===== config.mk =====
export PLATFORM = sky130hd
export DESIGN_NAME = bias_act_quant_flat
export DESIGN_NICKNAME = d
export VERILOG_FILES = /design/src/rtl/bias_act_quant_pkg.sv /design/src/rtl/bias_act_quant_if.sv /design/src/rtl/bias_act_quant_act_lane.sv /design/src/rtl/bias_act_quant.sv /design/src/flat_wrapper.sv
export SDC_FILE = /design/constraint.sdc
export NUM_CORES = 1
export LEC_CHECK = 0
export ABC_CLOCK_PERIOD_IN_PS = 9800
export CAP_MARGIN = 20
export CORE_ASPECT_RATIO = 0.75
export CORE_UTILIZATION = 30
export CTS_CLUSTER_SIZE = 10
export DETAILED_ROUTE_END_ITERATION = 16
export PLACE_DENSITY_LB_ADDON = 0.3
export SLEW_MARGIN = 10
export SYNTH_ARGS = -nofsm -noshare
export SYNTH_HDL_FRONTEND = slang
export SYNTH_SLANG_ARGS = --single-unit

===== constraint.sdc =====
create_clock -name clk -period 9.8 [get_ports clk]
set_clock_uncertainty 0.15 [all_clocks]
set_input_delay 1.96 -clock clk [delete_from_list [all_inputs] [get_ports clk]]
set_output_delay 1.96 -clock clk [all_outputs]
set_load 0.005 [all_outputs]

===== src/rtl/bias_act_quant_pkg.sv =====
// Shared definitions for the bias / activation / requantization block.
// Holds the FSM state encoding and the default parameter values used by
// the interface, the top module and the testbench.
package bias_act_quant_pkg;

    typedef enum logic [1:0] {
        IDLE    = 2'b00,
        PROCESS = 2'b01,
        HOLD    = 2'b10
    } state_e;

    localparam int DEF_SIZE      = 6;
    localparam int DEF_ACC_WIDTH = 20;
    localparam int DEF_WIDTH     = 8;
    localparam int DEF_SHIFT     = 4;

endpackage


===== src/rtl/bias_act_quant_if.sv =====
// Handshake bundle between the matrix-vector multiplier, this block and the
// downstream consumer.
//   in_valid / in_ready    : input vector handshake
//   in_vector / bias       : SIZE signed ACC_WIDTH-bit elements each
//   out_valid / out_ready  : output vector handshake
//   out_vector             : SIZE unsigned WIDTH-bit results
//   sat_flags              : per-element saturate-high flags
// master = the surrounding system, slave = bias_act_quant.
interface bias_act_quant_if
    import bias_act_quant_pkg::*;
#(
    parameter int SIZE      = DEF_SIZE,
    parameter int ACC_WIDTH = DEF_ACC_WIDTH,
    parameter int WIDTH     = DEF_WIDTH
);
    logic                      in_valid;
    logic                      in_ready;
    logic [SIZE*ACC_WIDTH-1:0] in_vector;
    logic [SIZE*ACC_WIDTH-1:0] bias;
    logic                      out_valid;
    logic                      out_ready;
    logic [SIZE*WIDTH-1:0]     out_vector;
    logic [SIZE-1:0]           sat_flags;

    modport master (
        output in_valid, in_vector, bias, out_ready,
        input  in_ready, out_valid, out_vector, sat_flags
    );

    modport slave (
        input  in_valid, in_vector, bias, out_ready,
        output in_ready, out_valid, out_vector, sat_flags
    );
endinterface


===== src/rtl/bias_act_quant_act_lane.sv =====
// act_lane: one element of the datapath, purely combinational.
//   acc, bias : signed ACC_WIDTH-bit inputs
//   value     : relu(acc + bias) >>> SHIFT, clamped to WIDTH unsigned bits
//   sat       : set when the clamp was applied
module act_lane #(
    parameter int ACC_WIDTH = 20,
    parameter int WIDTH     = 8,
    parameter int SHIFT     = 4
) (
    input  logic signed [ACC_WIDTH-1:0] acc,
    input  logic signed [ACC_WIDTH-1:0] bias,
    output logic        [WIDTH-1:0]     value,
    output logic                        sat
);
    // One extra bit so the sum of two extreme operands cannot wrap.
    logic signed [ACC_WIDTH:0] sum_s;
    logic        [ACC_WIDTH:0] relu_s;
    logic        [ACC_WIDTH:0] shifted_s;

    // Add, rectify, shift and clamp one element.
    always_comb begin
        sum_s = {acc[ACC_WIDTH-1], acc} + {bias[ACC_WIDTH-1], bias};
        if (sum_s[ACC_WIDTH]) begin
            relu_s = {(ACC_WIDTH+1){1'b0}};
        end else begin
            relu_s = sum_s;
        end
        // relu_s is non-negative, so a logical shift equals the arithmetic
        // shift (floor division by 2^SHIFT).
        shifted_s = relu_s >> SHIFT;
        if (|shifted_s[ACC_WIDTH:WIDTH]) begin
            value = {WIDTH{1'b1}};
            sat   = 1'b1;
        end else begin
            value = shifted_s[WIDTH-1:0];
            sat   = 1'b0;
        end
    end
endmodule


===== src/rtl/bias_act_quant.sv =====
// bias_act_quant: accepts a vector of signed accumulators plus biases,
// produces relu((acc + bias) >>> SHIFT) saturated to WIDTH unsigned bits,
// one element per cycle through a single shared act_lane.
//   clk   : clock, rising edge
//   reset : asynchronous active-high reset
//   bus   : bias_act_quant_if slave modport (input/output handshakes)
// Output is presented SIZE cycles after the accepting edge and held until
// out_ready; a new vector is accepted only from IDLE.
module bias_act_quant
    import bias_act_quant_pkg::*;
#(
    parameter int SIZE      = DEF_SIZE,
    parameter int ACC_WIDTH = DEF_ACC_WIDTH,
    parameter int WIDTH     = DEF_WIDTH,
    parameter int SHIFT     = DEF_SHIFT
) (
    input logic             clk,
    input logic             reset,
    bias_act_quant_if.slave bus
);
    localparam int               IDX_W    = (SIZE > 1) ? $clog2(SIZE) : 1;
    localparam logic [IDX_W-1:0] IDX_LAST = IDX_W'(SIZE - 1);

    state_e                    state_r;
    state_e                    state_leg_s;
    logic [IDX_W-1:0]          idx_r;
    logic [SIZE*ACC_WIDTH-1:0] acc_r;
    logic [SIZE*ACC_WIDTH-1:0] bias_r;
    logic [SIZE*WIDTH-1:0]     out_vector_r;
    logic [SIZE-1:0]           sat_r;

    logic signed [ACC_WIDTH-1:0] lane_acc_s;
    logic signed [ACC_WIDTH-1:0] lane_bias_s;
    logic        [WIDTH-1:0]     lane_value_s;
    logic                        lane_sat_s;

    // Fold the unused encoding onto IDLE so both decode and next-state agree.
    always_comb begin
        case (state_r)
            IDLE:    state_leg_s = IDLE;
            PROCESS: state_leg_s = PROCESS;
            HOLD:    state_leg_s = HOLD;
            default: state_leg_s = IDLE;
        endcase
    end

    // Select the captured element addressed by idx for the shared lane.
    always_comb begin
        lane_acc_s  = acc_r[int'(idx_r)*ACC_WIDTH +: ACC_WIDTH];
        lane_bias_s = bias_r[int'(idx_r)*ACC_WIDTH +: ACC_WIDTH];
    end

    act_lane #(
        .ACC_WIDTH (ACC_WIDTH),
        .WIDTH     (WIDTH),
        .SHIFT     (SHIFT)
    ) u_act_lane (
        .acc   (lane_acc_s),
        .bias  (lane_bias_s),
        .value (lane_value_s),
        .sat   (lane_sat_s)
    );

    // Control FSM, capture registers and result registers.
    always_ff @(posedge clk or posedge reset) begin
        if (reset) begin
            state_r      <= IDLE;
            idx_r        <= {IDX_W{1'b0}};
            acc_r        <= {(SIZE*ACC_WIDTH){1'b0}};
            bias_r       <= {(SIZE*ACC_WIDTH){1'b0}};
            out_vector_r <= {(SIZE*WIDTH){1'b0}};
            sat_r        <= {SIZE{1'b0}};
        end else begin
            case (state_leg_s)
                IDLE: begin
                    if (bus.in_valid) begin
                        acc_r        <= bus.in_vector;
                        bias_r       <= bus.bias;
                        out_vector_r <= {(SIZE*WIDTH){1'b0}};
                        sat_r        <= {SIZE{1'b0}};
                        idx_r        <= {IDX_W{1'b0}};
                        state_r      <= PROCESS;
                    end else begin
                        state_r <= IDLE;
                    end
                end
                PROCESS: begin
                    out_vector_r[int'(idx_r)*WIDTH +: WIDTH] <= lane_value_s;
                    sat_r[idx_r]                             <= lane_sat_s;
                    // idx parks on the last element rather than wrapping.
                    if (idx_r == IDX_LAST) begin
                        state_r <= HOLD;
                    end else begin
                        idx_r   <= idx_r + IDX_W'(1);
                        state_r <= PROCESS;
                    end
                end
                HOLD: begin
                    if (bus.out_ready) begin
                        state_r <= IDLE;
                    end else begin
                        state_r <= HOLD;
                    end
                end
                default: begin
                    state_r <= IDLE;
                end
            endcase
        end
    end

    assign bus.in_ready   = (state_leg_s == IDLE);
    assign bus.out_valid  = (state_r == HOLD);
    assign bus.out_vector = out_vector_r;
    assign bus.sat_flags  = sat_r;
endmodule

===== src/flat_wrapper.sv =====
// flat-port wrapper written by rule: the top's interface ports become plain ports
module bias_act_quant_flat import bias_act_quant_pkg::*;
#(
    parameter int SIZE      = DEF_SIZE,
    parameter int ACC_WIDTH = DEF_ACC_WIDTH,
    parameter int WIDTH     = DEF_WIDTH,
    parameter int SHIFT     = DEF_SHIFT
)
  (clk, reset, bus_in_valid, bus_in_vector, bus_bias, bus_out_ready, bus_in_ready, bus_out_valid, bus_out_vector, bus_sat_flags);
  bias_act_quant_if #(.SIZE(SIZE), .ACC_WIDTH(ACC_WIDTH), .WIDTH(WIDTH)) bus_i ();
  input logic clk;
  input logic reset;
  input wire logic [$bits(bus_i.in_valid)-1:0] bus_in_valid;
  input wire logic [$bits(bus_i.in_vector)-1:0] bus_in_vector;
  input wire logic [$bits(bus_i.bias)-1:0] bus_bias;
  input wire logic [$bits(bus_i.out_ready)-1:0] bus_out_ready;
  output wire logic [$bits(bus_i.in_ready)-1:0] bus_in_ready;
  output wire logic [$bits(bus_i.out_valid)-1:0] bus_out_valid;
  output wire logic [$bits(bus_i.out_vector)-1:0] bus_out_vector;
  output wire logic [$bits(bus_i.sat_flags)-1:0] bus_sat_flags;
  assign bus_i.in_valid = bus_in_valid;
  assign bus_i.in_vector = bus_in_vector;
  assign bus_i.bias = bus_bias;
  assign bus_i.out_ready = bus_out_ready;
  assign bus_in_ready = bus_i.in_ready;
  assign bus_out_valid = bus_i.out_valid;
  assign bus_out_vector = bus_i.out_vector;
  assign bus_sat_flags = bus_i.sat_flags;
  bias_act_quant #(.SIZE(SIZE), .ACC_WIDTH(ACC_WIDTH), .WIDTH(WIDTH), .SHIFT(SHIFT)) u_core (.clk(clk), .reset(reset), .bus(bus_i));
endmodule

==> impl_metrics.py <==
metrics = {
    "clocking": {
        "cts_tree": "yes",
        "cts_setup_buffers": 0,
        "cts_hold_buffers": 0,
        "cts.path.max_buffers": 3,
        "clk_latency_ns": 0.52,
        "cts-resized-gates": 0,
        "cts.clk_slew.worst_paths_ns": 0.06,
        "cts_root_buf": "clkbuf_16",
        "cts.sinks": 299,
        "cts.htree.levels": 2,
        "cts_buffers": 36,
    },
    "placed_design": {
        "post-dp-hpwl_mm": 31.5,
        "io_buffer_count": 299,
        "gp_congestion": 0.848,
        "post-place-ws_ns": 3.85,
        "place_area_um2": 17800,
    },
    "detailed_routing": {
        "first_pass_iters": 5,
        "drc_errors": 0,
        "antenna_left": 0,
        "drt-initial-drc-count": 645,
        "num_vias": 10725,
        "wire_per_inst_um": 21.3,
        "avgViaCountPerCell": 5.12,
        "routed_wl_mm": 44.6,
    },
    "worst_hold_path": {
        "hold_class": "reg -> reg",
        "holdCritStartpoint": "u_core.bus.out_vector[5]",
        "min_path_cells": 2,
    },
    "finish": {
        "finish.utilization_pct": 40.5,
        "finalInstanceArea_um2": 18800,
        "num-fill-cells": 4352,
        "drive_gt1_share_pct": 23.2,
        "area_growth_pct": 32.4,
        "finalNetCount": 1722,
    },
    "setup_path": {
        "worstSetupPathType": "reg -> reg",
        "startpoint": "u_core.idx_r[0]",
        "critPathMaxFanout": 47,
        "cp-end-kind": "register",
        "r2r_start": "u_core.idx_r[0]",
        "cp.required_ns": 9.98,
        "cp.arrival_ns": 6.16,
        "critPathLaunchType": "register",
        "reg2reg_depth": 15,
    },
    "outcome": {
        "status": "complete, no violations",
    },
    "global_route": {
        "grt_pass1_wl_mm": 67.4,
        "grt-ovfl-total": 0,
        "grtUsageTotal_pct": 18.5,
        "grt_pass1_vias": 10982,
        "grt_start_max_net_pins": 172,
        "grt_antenna_before_repair": 9,
    },
    "floorplanning": {
        "start_util_pct": 30.6,
        "core_area_um2": 46400,
        "die_x_um": 253,
        "io_pins": 300,
        "fp-row-count": 68,
        "die_y_um": 190,
        "die-area_um2": 48200,
    },
    "power_and_ir_drop": {
        "power.density_nw_per_um2": 425,
        "peakVddDrop_mv": 0.313,
        "totalPowerFinal_mw": 7.98,
        "power_leakage_nw": 7.59,
    },
    "synthesis": {
        "yosys_warnings": 0,
        "synth_flop_cell": "dfrtp_1",
        "synth_cell_types": 65,
        "synth-seq-cells": 299,
        "syn_area_um2": 14200,
        "syn_avg_cell_area_um2": 12.0,
        "synth_edf_count": 0,
        "syn_inst": 1178,
        "yosysSeqAreaShare_pct": 52.7,
        "synth.net_count": 1448,
        "synthArstFlopShare_pct": 100,
    },
    "timing": {
        "post-route-period-util_pct": 61.0,
        "slew_headroom_pct": 29.5,
        "setup_ws_ns": 3.82,
        "rsz0062_at_grt": "false",
        "tightestPinTransition_ns": 1.06,
        "finalHoldViolCount": 0,
        "fin_crit_ns": 5.98,
        "slew_viol_final": 0,
        "final.setup.tns_ns": 0,
        "setup_viol": 0,
        "fmax_mhz": 167,
    },
    "run": {
        "cap_viol_max_count": 0,
    },
}
[synthesized netlist by cell type, drive strengths merged, types with 3 or more instances]
library cell	number	area (µm²)
a22oi	116	871
a41oi	12	105
a31oi	38	300
xnor2	3	26.3
clkbuf	59	221
o41ai	7	61.3
and2	5	36.3
a211oi	4	35.0
o211ai	4	35.0
a21oi	71	355
inv	13	48.8
nor2	24	105
dfrtp	299	7480
nor3	4	35.0
o21ai	32	164
nand4	4	25.0
and3	4	25.0
ha	26	325
a21o	4	30.0
xor2	6	52.6
nor4	3	18.8
mux2	240	2700
nand3	48	240
nand2	82	308
o21a	6	45.0
or2	3	21.3
buf	19	138
mux2i	8	80.1
o22ai	7	56.3
nand2b	5	33.8
[power breakdown]
group | leakage (nW) | internal, mW | switching (mW)
logic | 3.49 | 1.81 | 2.79
registers | 3.63 | 1.84 | 0.363
clock network | 0.479 | 0.685 | 0.490
total | 7.59 | 4.34 | 3.64
[worst max-delay path: stages, from the launching register on]
cell and delay (ns):
dfrtp_1 0.96, clkinv_1 0.60, nor2_4 0.61, buf_4 0.47, a22oi_1 0.12, nand3_1 0.14
ha_1 0.26, a211oi_2 0.44, nor2_1 0.15, o31ai_1 0.30, o21a_1 0.16, mux2i_1 0.32
o21ai_1 0.17, nor3_4 0.20, buf_4 0.49, a41oi_1 0.20
[cells by family (layout without fill, tap and decap cells)]
logic type                 count (synthesis)  after routing  synth area share, %
xor gates and xnor gates                   9              9                0.556
buffers and inverters                     92            372                 2.90
AOI/OAI and AO/OA                        313            313                 15.5
and+or+nand+nor                          191            191                 6.45
muxes                                    248            248                 19.6
other                                      0              5                    0
DFF                                      299            299                 52.7
adders and majority gates                 26             26                 2.29
[cells in the final DEF (no fill, tap or decap), types with 6 or more instances in the layout]
master	netlist	final
nor2_2	6	6
a31oi_1	28	28
nor2_1	18	12
dfrtp_1	299	299
a21oi_1	71	71
nand2_1	82	81
o21a_1	6	6
inv_1	13	12
a22oi_1	116	116
mux2i_1	8	8
clkdlybuf4s50_1	0	299
nand3_1	48	48
a31oi_2	10	10
ha_1	26	26
o41ai_1	7	7
buf_4	2	14
nor2_4	0	6
o21ai_0	28	28
a41oi_1	12	12
mux2_2	240	240
clkbuf_16	0	37
xor2_1	6	6
[per-stage QoR]
stage,hold slack (ns),instances
final,0.326,2093
after global routing,0.365,2090
after CTS,0.335,2088
after detailed placement,0.321,2044
after global placement,0.310,2043
after floorplan,0.313,1178
[worst paths after layout]
check,endpoint,slack [ns]
max,u_core.bus.out_vector[24],3.82
min,u_core.bus.out_vector[5],0.33
max reg2reg,u_core.bus.out_vector[24],3.82
min reg2reg,u_core.bus.out_vector[5],0.33
max in group asynchronous,u_core.bias_r[22],6.06
min in group asynchronous,u_core.bias_r[68],1.92
[flip-flops by register name (all words and copies together), names as in the netlist]
register	flops
u_core.idx_r	3
u_core.bus.out_vector	48
u_core.bus.sat_flags	6
u_core.acc_r	120
u_core.state_r	2
u_core.bias_r	120
[per-layer routing]
metal	wire (µm)	track usage (%)	up-vias
met3	2850	4.37	65
met5	52	0	-
li1	-	-	4949
met4	708	4.08	8
met1	20800	25.8	5387
met2	20200	29.1	316
[final cells by class]
cell class / count / area (µm²) / area share [%]
multi-input combinational: 787 / 6350 / 33.8
clock inverter: 1 / 5.00 / 0.0266
sequential: 299 / 7480 / 39.8
clock buffer: 43 / 968 / 5.16
inverter: 14 / 56.3 / 0.300
timing repair buffer: 314 / 3120 / 16.6
tap: 630 / 788 / 4.20
antenna: 5 / 12.5 / 0.0666
No activity file was read; power rests on OpenSTA's default activity.
